<file path="src/rtl/noc_rsp_packetizer.sv">
// noc_rsp_packetizer: turns an AXI read-data burst into a NoC response packet.
// The packet is one header flit followed by cmd_len+1 data flits, and the last
// data flit is marked as the tail. The beat counter alone sets the packet
// length. R_LAST is only compared against the count, and a mismatch is
// reported on err_last.
//
//   state  | meaning
//   -------+-----------------------------------------------------------
//   IDLE   | waiting for a response command (cmd_ready=1)
//   HEADER | presenting the header flit until the NoC queue accepts it
//   DATA   | forwarding R beats as body/tail flits, counter counts down
module noc_rsp_packetizer #(
  parameter int AXIDW          = 32,
  parameter int NOC_FLIT_SIZE  = 34,
  parameter int MSG_TYPE_WIDTH = 5
) (
  input  logic                      ACLK,
  input  logic                      ARESETn,
  input  logic [2:0]                local_y,
  input  logic [2:0]                local_x,
  input  logic                      cmd_valid,
  output logic                      cmd_ready,
  input  logic [2:0]                cmd_dst_y,
  input  logic [2:0]                cmd_dst_x,
  input  logic [MSG_TYPE_WIDTH-1:0] cmd_msg,
  input  logic [7:0]                cmd_len,
  input  logic                      R_VALID,
  output logic                      R_READY,
  input  logic [AXIDW-1:0]          R_DATA,
  input  logic [1:0]                R_RESP,
  input  logic                      R_LAST,
  output logic                      coherence_rsp_snd_wrreq,
  output logic [NOC_FLIT_SIZE-1:0]  coherence_rsp_snd_data_in,
  input  logic                      coherence_rsp_snd_full,
  output logic                      err_last,
  output logic                      err_resp
);

  localparam logic [1:0] IDLE   = 2'd0;
  localparam logic [1:0] HEADER = 2'd1;
  localparam logic [1:0] DATA   = 2'd2;

  // Zero padding below the message field of the header flit.
  localparam int HDR_PAD = NOC_FLIT_SIZE - 14 - MSG_TYPE_WIDTH;

  logic [1:0]                state;
  logic [7:0]                cnt;
  logic [2:0]                dst_y_q;
  logic [2:0]                dst_x_q;
  logic [MSG_TYPE_WIDTH-1:0] msg_q;

  logic                      xfer;
  logic                      last_beat;
  logic [NOC_FLIT_SIZE-1:0]  header_flit;

  assign last_beat   = (cnt == 8'd0);
  assign xfer        = (state == DATA) && R_VALID && !coherence_rsp_snd_full;
  assign header_flit = {2'b10, local_y, local_x, dst_y_q, dst_x_q, msg_q, {HDR_PAD{1'b0}}};

  assign cmd_ready = (state == IDLE);
  assign R_READY   = (state == DATA) && !coherence_rsp_snd_full;

  // Flit mux: the header while in HEADER, and the beat with its preamble on transfer cycles.
  always_comb begin
    coherence_rsp_snd_wrreq   = 1'b0;
    coherence_rsp_snd_data_in = '0;
    if (state == HEADER) begin
      coherence_rsp_snd_wrreq   = !coherence_rsp_snd_full;
      coherence_rsp_snd_data_in = header_flit;
    end else if (xfer) begin
      coherence_rsp_snd_wrreq   = 1'b1;
      coherence_rsp_snd_data_in = {(last_beat ? 2'b01 : 2'b00), R_DATA};
    end
  end

  // FSM, command latch, beat counter and the registered error pulses.
  // The error pulses appear in the cycle after the offending beat.
  always_ff @(posedge ACLK) begin
    if (!ARESETn) begin
      state    <= IDLE;
      cnt      <= 8'd0;
      dst_y_q  <= 3'd0;
      dst_x_q  <= 3'd0;
      msg_q    <= '0;
      err_last <= 1'b0;
      err_resp <= 1'b0;
    end else begin
      err_last <= xfer && (R_LAST != last_beat);
      err_resp <= xfer && (R_RESP != 2'b00);
      case (state)
        IDLE: begin
          if (cmd_valid) begin
            dst_y_q <= cmd_dst_y;
            dst_x_q <= cmd_dst_x;
            msg_q   <= cmd_msg;
            cnt     <= cmd_len;
            state   <= HEADER;
          end
        end
        HEADER: begin
          if (!coherence_rsp_snd_full) state <= DATA;
        end
        DATA: begin
          if (xfer) begin
            if (last_beat) state <= IDLE;
            else           cnt   <= cnt - 8'd1;
          end
        end
        default: state <= IDLE;
      endcase
    end
  end

endmodule
</file>
<file path="config.mk">
export PLATFORM = sky130hd
export DESIGN_NAME = noc_rsp_packetizer
export DESIGN_NICKNAME = d
export VERILOG_FILES = /design/src/rtl/noc_rsp_packetizer.sv
export SDC_FILE = /design/constraint.sdc
export NUM_CORES = 1
export LEC_CHECK = 0
export ABC_CLOCK_PERIOD_IN_PS = 5600
export BUFFER_PORTS_ARGS = -buffer_cell sky130_fd_sc_hd__buf_2
export CELL_PAD_IN_SITES_DETAIL_PLACEMENT = 0
export CELL_PAD_IN_SITES_GLOBAL_PLACEMENT = 2
export CORE_MARGIN = 2
export CORE_UTILIZATION = 22
export DETAILED_ROUTE_END_ITERATION = 10
export PLACE_DENSITY_LB_ADDON = 0.1
export SLEW_MARGIN = 15
export SYNTH_ARGS = -nofsm -noshare
export SYNTH_HDL_FRONTEND = slang
export SYNTH_SLANG_ARGS = --single-unit
export TNS_END_PERCENT = 20
</file>
<file path="constraint.sdc">
create_clock -name ACLK -period 5.6 [get_ports ACLK]
set_clock_uncertainty 0.2 [all_clocks]
set_input_delay 0 -clock ACLK [delete_from_list [all_inputs] [get_ports ACLK]]
set_output_delay 0 -clock ACLK [all_outputs]
set_load 0.01 [all_outputs]
</file>
==> impl_metrics.tcl <==
set metrics [dict create \
    status "complete, no violations" \
    antenna_found_initial 0 \
    layout_common_cells "103 x buf_2, 33 x nand2_1, 33 x dlygate4sd3_1" \
    cts_hold_buffers 33 \
    fin_area_um2 2380 \
    via_count 1744 \
    cts.sinks 23 \
    synth_top_flop_cell "dfxtp_1" \
    grt_overflow_total 0 \
    grt_start_max_net_pins 25 \
    drive_gt1_frac 0.386 \
    worstPathArrival_ns 2.99 \
    start_kind "flop" \
    timing.fmax_ghz 0.330 \
    syn_area_um2 1440 \
    reg2regPathDepth 6 \
    worstPathMaxFanout 24 \
    clk_latency_ns 0.27 \
    min_from "cmd_valid" \
    rsz0062_at_grt "false" \
    dr.pass1.iters 4 \
    core_area_um2 6350 \
    fillCellCount 705 \
    clockRootBuffer "clkbuf_8" \
    clkTransAtPathRegs_ns 0.09 \
    num_rows 29 \
    tightestPinTransition_ns 0.974 \
    setup.worst_path.class "flop to flop" \
    clock_path_buffers 2 \
    timing.final.crit_share 0.540 \
    synth_cell_types 42 \
    syn_to_final_growth_pct 65.2 \
    p_leak_nw 1.17 \
    wire_per_inst_um 13.0 \
    via_per_inst 4.53 \
    reg2reg_from "state[1]" \
    track_usage 0.133 \
    finalSetupViolations 0 \
    syn_inst 179 \
    fp.dieW_um 84.9 \
    startpoint "state[1]" \
    synthesis.nets 246 \
    gp_congestion 0.728 \
    dpl-instance-area_um2 2000 \
    synth_warnings 0 \
    ios 104 \
    antenna_left 0 \
    setup-tns-final_ns 0 \
    cts_max_level 1 \
    post_cts_resize_count 0 \
    reg2reg_to "cnt[7]" \
    ys_async_sr_fraction 0 \
    end_kind "flop" \
    postCtsSetupRepairBufs 0 \
    slew_violations 0 \
    vdd_drop_max_v 0.0000892 \
    die_area_um2 7210 \
    layout_commonest_cell "buf_2" \
    hold_violations 0 \
    ys_ff_latch 23 \
    r2r_slack_ns 2.57 \
    slew_headroom 0.348 \
    numCtsBuffers 3 \
    hold_path_class "primary input to flop" \
    maxCapViolCount 0 \
    syn_avg_cell_area_um2 8.05 \
    ys_seq_area_frac 0.320 \
    route.detailed.drc 0 \
    io_buffer_count 103 \
    diodes 0 \
    nets 376 \
    powerDensity_nw_per_um2 185 \
    required_ns 5.56 \
    first_global_vias 1628 \
    fp.dieH_um 84.9 \
    period_needed_ns 3.03 \
    whs_path_depth 4 \
    routed_wl_mm 5.00 \
    whs_endpoint "dst_y_q[1]" \
    grt_pass1_wl_mm 7.85 \
    dp_hpwl_mm 3.56 \
    cts_tree "done" \
    drt_iter0_drc 41 \
    synth_edf_count 0 \
    start_util 0.227 \
]
## final cells by class
class | count | area [um^2] | share of cell area
clock inverters | 1 | 7.51 | 0.00315
repair buffers | 137 | 853 | 0.359
clock buffers | 3 | 41.3 | 0.0174
inverters | 4 | 15.0 | 0.00631
multi-input cells | 140 | 906 | 0.381
flip-flops and latches | 23 | 460 | 0.193
well taps | 77 | 96.3 | 0.0405
## synthesized netlist by cell type (all sizes together) (2+ instances only)
cell type	number	area, um^2
nand2b	2	12.5
clkbuf	8	30.0
ha	2	25.0
buf	4	28.8
and2	17	106
inv	2	7.51
nand2	33	124
dfxtp	23	460
nor3b	2	25.0
o21bai	2	15.0
o2bb2ai	2	30.0
nor2	12	45.0
o21ai	2	10.0
clkinv	2	7.51
or3	3	18.8
o32ai	3	33.8
nor2b	2	12.5
a22o	17	149
nor4	3	25.0
a21oi	21	113
## cell families after synthesis
family          synth area share
simple gates               0.300
compound gates             0.306
flops                      0.320
buf+inv                   0.0513
fa+ha+maj                 0.0174
xor+xnor                 0.00608
## layer usage
metal | track usage | vias up | wire, um
met5 | 0 | - | 0
met4 | 0.0375 | 0 | 24
met3 | 0.0233 | 2 | 299
met2 | 0.232 | 59 | 2330
met1 | 0.169 | 785 | 2340
li1 | - | 898 | -
## how the worst max path moves through the flow
stage | to | slack, ns | depth (start not counted)
after global placement | cnt[1] | 3.11 | 5
after floorplan | cnt[6] | 3.81 | 6
after global routing | cnt[7] | 2.35 | 6
final | cnt[7] | 2.57 | 6
after detailed placement | cnt[1] | 3.08 | 5
after CTS | cnt[7] | 2.54 | 6
## sequential cells by signal (all words and copies together), names as in the netlist
name,flops
cnt,8
state,2
err_resp,1
dst_y_q,3
msg_q,5
err_last,1
dst_x_q,3
## worst max-delay path, cell delays in order, from the launching register on
cell,delay [ns]
dfxtp_1,0.53
and4bb_1,0.69
buf_4,0.35
o22ai_4,0.19
o21ba_2,0.32
o32ai_2,0.07
dlygate4sd3_1,0.58
## metrics by stage
| stage | total power, W | hold slack [ns] | utilization | setup WS [ns] | cells |
|---|---|---|---|---|---|
| 5_1_grt | 0.000472 | 0.0978 | 0.375 | 2.35 | 385 |
| 3_3_place_gp | 0.000318 | 0.0147 | 0.315 | 3.11 | 348 |
| 4_1_cts | 0.000449 | 0.0733 | 0.375 | 2.54 | 385 |
| 6_report | 0.000441 | 0.0760 | 0.375 | 2.57 | 385 |
| 2_1_floorplan | 0.000270 | -0.152 | - | 3.81 | 179 |
| 3_5_place_dp | 0.000317 | 0.00954 | 0.315 | 3.08 | 348 |
## power breakdown
part	internal [W]	switching, W
sequential	0.000176	0.0000122
clock	0.0000504	0.0000594
combinational	0.0000751	0.0000682
total	0.000301	0.000140
Note: power is estimated with default switching activity, not from simulation.
